===== src/rtl/cim_mem_arbiter.sv =====
// cim_mem_arbiter
// Round-robin arbiter for the single-port CiM temporary-result SRAM.
// One request is accepted per cycle; the accepted command is registered onto
// the SRAM pins the following cycle. Reads are tagged with the one-hot source
// and the tag travels alongside the SRAM read latency so the returning data
// can be steered back to its owner.
//
// Handshake: a source holds read_req_src/write_req_src (with a stable address
// and write data) until grant[src] is seen high; grant is combinational in the
// same cycle and is the only acknowledgement. When a source raises read and
// write together, the write is accepted first and the source drops its write
// request in the following cycle, which leaves the read to be accepted next.
module cim_mem_arbiter #(
  parameter int NUM_SRC    = 7,
  parameter int DEPTH      = 48,
  parameter int ADDR_W     = $clog2(DEPTH),
  parameter int DATA_W     = 16,
  parameter int MEM_RD_LAT = 1
) (
  input  logic                      clk,
  input  logic                      rst_n,
  input  logic [NUM_SRC-1:0]        read_req_src,
  input  logic [NUM_SRC-1:0]        write_req_src,
  input  logic [NUM_SRC*ADDR_W-1:0] addr_table,
  input  logic [NUM_SRC*DATA_W-1:0] write_data,
  output logic [NUM_SRC-1:0]        grant,
  output logic                      grant_is_wr,
  output logic                      mem_en,
  output logic                      mem_we,
  output logic [ADDR_W-1:0]         mem_addr,
  output logic [DATA_W-1:0]         mem_wdata,
  input  logic [DATA_W-1:0]         mem_rdata,
  output logic [NUM_SRC-1:0]        rd_valid,
  output logic [DATA_W-1:0]         rd_data,
  output logic                      oob_err
);

  localparam int PTR_W = (NUM_SRC > 1) ? $clog2(NUM_SRC) : 1;
  // One extra bit so the range check also works when DEPTH is a power of two.
  localparam logic [ADDR_W:0] DEPTH_X = (ADDR_W+1)'(DEPTH);

  // Round-robin pointer: index of the highest-priority source this cycle.
  logic [PTR_W-1:0]   rr_ptr_q, rr_ptr_d;

  // Registered SRAM command.
  logic               mem_en_q, mem_en_d;
  logic               mem_we_q, mem_we_d;
  logic [ADDR_W-1:0]  mem_addr_q, mem_addr_d;
  logic [DATA_W-1:0]  mem_wdata_q, mem_wdata_d;

  // Sticky out-of-range flag.
  logic               oob_q, oob_d;

  // Read-tag pipeline. Stage 0 lines up with the SRAM command cycle, stage
  // MEM_RD_LAT with the cycle mem_rdata is valid. drop marks reads that were
  // never sent to the SRAM so their returned data is forced to zero.
  logic [NUM_SRC-1:0] tag_q [MEM_RD_LAT+1];
  logic [NUM_SRC-1:0] tag_d [MEM_RD_LAT+1];
  logic [MEM_RD_LAT:0] drop_q, drop_d;

  // Arbitration results.
  logic [NUM_SRC-1:0] cand;
  logic               found;
  logic [PTR_W-1:0]   gnt_idx;
  logic [NUM_SRC-1:0] gnt_vec;
  logic               sel_wr;
  logic               sel_rd;
  logic [ADDR_W-1:0]  sel_addr;
  logic [DATA_W-1:0]  sel_wdata;
  logic               addr_ok;
  int                 scan;

  // Pick the first requesting source at or after rr_ptr, wrapping around.
  always_comb begin
    cand      = read_req_src | write_req_src;
    found     = 1'b0;
    gnt_idx   = '0;
    scan      = 0;
    for (int k = 0; k < NUM_SRC; k++) begin
      scan = int'(rr_ptr_q) + k;
      if (scan >= NUM_SRC) scan = scan - NUM_SRC;
      if (!found && cand[PTR_W'(scan)]) begin
        found   = 1'b1;
        gnt_idx = PTR_W'(scan);
      end
    end
    // Nothing is accepted while reset is applied.
    if (!rst_n) found = 1'b0;
    gnt_vec = '0;
    if (found) gnt_vec[gnt_idx] = 1'b1;
    sel_wr    = found & write_req_src[gnt_idx];
    sel_rd    = found & read_req_src[gnt_idx];
    sel_addr  = addr_table[int'(gnt_idx)*ADDR_W +: ADDR_W];
    sel_wdata = write_data[int'(gnt_idx)*DATA_W +: DATA_W];
    addr_ok   = ({1'b0, sel_addr} < DEPTH_X);
  end

  // Next-state for pointer, SRAM command, error flag and read tags.
  always_comb begin
    rr_ptr_d    = rr_ptr_q;
    mem_en_d    = 1'b0;
    mem_we_d    = 1'b0;
    mem_addr_d  = mem_addr_q;
    mem_wdata_d = mem_wdata_q;
    oob_d       = oob_q;

    if (found) begin
      // A write accepted while the same source also reads keeps the pointer,
      // so that source's read is found first on the next cycle.
      if (!(sel_wr && sel_rd)) begin
        rr_ptr_d = (gnt_idx == PTR_W'(NUM_SRC-1)) ? '0 : gnt_idx + PTR_W'(1);
      end
      if (addr_ok) begin
        mem_en_d    = 1'b1;
        mem_we_d    = sel_wr;
        mem_addr_d  = sel_addr;
        mem_wdata_d = sel_wdata;
      end else begin
        oob_d = 1'b1;
      end
    end

    tag_d[0]  = (found && !sel_wr) ? gnt_vec : '0;
    drop_d[0] = found & ~sel_wr & ~addr_ok;
    for (int s = 1; s <= MEM_RD_LAT; s++) begin
      tag_d[s]  = tag_q[s-1];
      drop_d[s] = drop_q[s-1];
    end
  end

  // State registers; reset discards any read still in flight.
  always_ff @(posedge clk or negedge rst_n) begin
    if (!rst_n) begin
      rr_ptr_q    <= '0;
      mem_en_q    <= 1'b0;
      mem_we_q    <= 1'b0;
      mem_addr_q  <= '0;
      mem_wdata_q <= '0;
      oob_q       <= 1'b0;
      drop_q      <= '0;
      for (int s = 0; s <= MEM_RD_LAT; s++) tag_q[s] <= '0;
    end else begin
      rr_ptr_q    <= rr_ptr_d;
      mem_en_q    <= mem_en_d;
      mem_we_q    <= mem_we_d;
      mem_addr_q  <= mem_addr_d;
      mem_wdata_q <= mem_wdata_d;
      oob_q       <= oob_d;
      drop_q      <= drop_d;
      for (int s = 0; s <= MEM_RD_LAT; s++) tag_q[s] <= tag_d[s];
    end
  end

  assign grant       = gnt_vec;
  assign grant_is_wr = sel_wr;
  assign mem_en      = mem_en_q;
  assign mem_we      = mem_we_q;
  assign mem_addr    = mem_addr_q;
  assign mem_wdata   = mem_wdata_q;
  assign oob_err     = oob_q;
  assign rd_valid    = tag_q[MEM_RD_LAT];
  assign rd_data     = drop_q[MEM_RD_LAT] ? '0 : mem_rdata;

  // Grant and read return are each at most one-hot.
  a_grant_onehot0 : assert property (@(posedge clk) disable iff (!rst_n) $onehot0(grant));
  a_rdv_onehot0   : assert property (@(posedge clk) disable iff (!rst_n) $onehot0(rd_valid));

endmodule

===== config.mk =====
export PLATFORM = sky130hd
export DESIGN_NAME = cim_mem_arbiter
export DESIGN_NICKNAME = d
export VERILOG_FILES = /design/src/rtl/cim_mem_arbiter.sv
export SDC_FILE = /design/constraint.sdc
export NUM_CORES = 1
export LEC_CHECK = 0
export BUFFER_PORTS_ARGS = -buffer_cell sky130_fd_sc_hd__buf_2
export CAP_MARGIN = 30
export CELL_PAD_IN_SITES_DETAIL_PLACEMENT = 0
export CELL_PAD_IN_SITES_GLOBAL_PLACEMENT = 1
export CORE_UTILIZATION = 34
export CTS_CLUSTER_DIAMETER = 150
export DETAILED_ROUTE_END_ITERATION = 10
export GPL_ROUTABILITY_DRIVEN = 0
export PLACE_DENSITY_LB_ADDON = 0.05
export SYNTH_ARGS = -nofsm -noshare
export SYNTH_HDL_FRONTEND = slang
export SYNTH_SLANG_ARGS = --single-unit

===== constraint.sdc =====
create_clock -name clk -period 5.6 [get_ports clk]
set_clock_uncertainty 0.15 [all_clocks]
set_input_delay 0.56 -clock clk [delete_from_list [all_inputs] [get_ports clk]]
set_output_delay 0.56 -clock clk [all_outputs]
set_load 0.005 [all_outputs]

==> impl_metrics.csv <==
group,metric,value,unit
status,status,"completed",
detailed_routing,drc,0,
synth,synthAdderAreaFrac,0.0359,
synth,ys_seq_area_frac,0.219,
setup_path,crit_required,4890,ps
grt,grt_pass1_vias,5169,
floorplanning,coreArea,14500,um2
finish,drive_gt1_frac,0.473,
finish,area_growth,36.1,%
clocking,cts_root_buf,"clkbuf_16",
finish,final_cell_mix,"buf_2 (241), nor2_1 (90), dfrtp_1 (44)",
synth,postSynthCellCount,555,
setup_path,worst_setup_path_end_kind,"primary output",
synth,yosys_most_used_dff,"dfrtp_1",
setup_path,cp_slowest_cell,"dfrtp_1",
synth,synth_edf_count,0,
grt,grt_max_degree,47,
detailed_routing,via_per_inst,5.66,
detailed_routing,route.vias.total,5574,
synth,ys_types,80,
sta,timing.final.crit_share,0.961,
sta,max-slew-margin-rel,0.444,
sta,hold_viol,0,
finish,final_common_cell,"buf_2",
floorplanning,die_h,124,um
floorplanning,initial_core_util,0.347,
clocking,cts.htree.levels,2,
clocking,cts_tree,"done",
detailed_routing,dr.first_iter.drc_count,335,
detailed_routing,ant_nets,0,
clocking,worstSkewPairLatency,300,ps
synth,synth-xor-area-share,0.0122,
synth,synth_compound_area_frac,0.172,
sta,min_period,5380,ps
finish,stdcell_count,984,
clocking,cts.sinks,44,
synth,yosys_warnings,0,
synth,syn_area,5020,um2
sta,max_freq,186,MHz
detailed_routing,drt_first_pass_iters,5,
setup_path,path_depth,16,
sta,drv_slew,0,
synth,synth_top_family_by_area,"multiplexers",
setup_path,arrival,4670,ps
place,dp_cells,975,
min_path,whs_path_depth,0,
clocking,clockBufferDepth,2,
sta,tightest_slew,826,ps
min_path,hold_path.class,"reg -> reg",
detailed_routing,drt-wirelength-per-cell,19.3,um
synth,avgSynthCellArea,9.05,um2
detailed_routing,routed_wl,19.0,mm
synth,ys_async_sr_fraction,1.00,
setup_path,path_class,"reg -> out",
setup_path,slowest_delay,430,ps
synth,synth_mux_area_frac,0.277,
synth,synth.ff_latch_count,44,
clocking,cts_made_buffers,5,
grt,grt_first_pass_wirelength,27.6,mm
floorplanning,dieArea,15300,um2
synth,syn-num-nets,754,
floorplanning,pin_count,242,
place,hpwl,15.5,mm
synth,synthTopCellsByArea,"dfrtp_1 (22%), mux4_2 (19%), nor2_1 (6.8%)",
floorplanning,die_x,124,um
setup_path,path_max_fanout,7,
setup_path,path_cells,"buf_4, ha_1, ha_2, and3b_1, o21ai_0, nand2_1, o221a_2, or2_2, o41a_1, a32o_1, nand2_1, mux2_2, o32ai_2, or2_2, nor2_1, buf_2",
grt,overflow,0,
setup_path,rr_worst_depth,17,
synth,synth_top_area_share,0.219,
grt,grt_usage,0.241,
clocking,cts_hold_buf,0,
clocking,clk_pin_slew,80,ps
grt,grt_antenna_before_repair,2,
setup_path,path_buf_inv,2,
finish,nNetsFinal,998,
floorplanning,fp-row-count,44,
synth,synth_area_leader_cell,"dfrtp_1",
synth,synth-simple-area-share,0.239,
sta,setup_viol,0,
setup_path,crit_path_start_kind,"flop",
place,port_buffers,241,
run,maxCapViolCount,0,
setup_path,cp_top_family,"compound AO/OA/AOI/OAI gates",
## sequential cells by signal, summed over array words and instances, names as in the netlist
register and flops:
oob_err 1, mem_en 1, rr_ptr_q 3, mem_addr 6, tag_d 7, mem_wdata 16
mem_we 1, drop_q 2, rd_valid 7
## stage by stage
step | hold slack [ps] | cell area, um2 | setup TNS [ps] | worst slack, ps | util
final | 194 | 6840 | 0 | 217 | 0.472
after global routing | 207 | 6830 | -67.9 | -55.7 | 0.472
after CTS | 201 | 6690 | 0 | 5.58 | 0.462
after detailed placement | 187 | 6540 | 0 | 192 | 0.452
after global placement | 183 | 6540 | 0 | 246 | 0.452
after floorplan | 114 | 5020 | 0 | 555 | -
## path summary, 6_finish.rpt
kind | slack [ps] | from | end
setup / recovery | 220 | rr_ptr_q[1]$_DFFE_PN0P_ | grant_is_wr
hold / removal | 190 | tag_d[4]$_DFF_PN0_ | rd_valid[4]$_DFF_PN0_
setup reg to reg | 310 | rr_ptr_q[1]$_DFFE_PN0P_ | mem_wdata[8]$_DFFE_PN0P_
hold reg to reg | 190 | tag_d[4]$_DFF_PN0_ | rd_valid[4]$_DFF_PN0_
max in group asynchronous | 4670 | rst_n | mem_wdata[11]$_DFFE_PN0P_
min in group asynchronous | 210 | rst_n | tag_d[1]$_DFF_PN0_
## cell families after synthesis
group                    after synthesis
buffers and inverters                 48
flip-flops                            44
AO/OA/AOI/OAI                        117
AND/OR/NAND/NOR                      243
multiplexers                          82
adder cells (fa/ha/maj)               14
XOR/XNOR                               7
## per-layer routing
metal | track usage | up-vias | share of wire
li1 | - | 2576 | -
met1 | 0.311 | 2680 | 0.41
met2 | 0.407 | 280 | 0.50
met3 | 0.0475 | 36 | 0.074
met4 | 0.0723 | 2 | 0.021
met5 | 0 | - | 0.00042
## cell usage after synthesis, drive strengths merged (13+ instances only)
master,number
a21oi,21
buf,19
clkbuf,16
dfrtp,44
mux2,25
mux2i,14
mux4,43
nand2,37
nand3,13
nor2,92
nor2b,25
nor3,21
o21ai,27
## final cells by class
type	instances	area, um2
Fill cell	1416	7640
Multi-Input combinational cell	463	3850
Timing Repair Buffer	272	1460
Sequential cell	44	1100
Tap cell	184	230
Clock buffer	5	125
Inverter	13	52.6
Clock inverter	2	12.5
Antenna cell	1	2.50
## repair_timing
action	in CTS	in global routing
pin swaps	0	3
buffers inserted	0	1
setup endpoints to repair	1	27
gates resized for setup	1	34
Power is not shown: default switching activity piles up to over one toggle a cycle in this logic, so the estimate is an artifact.
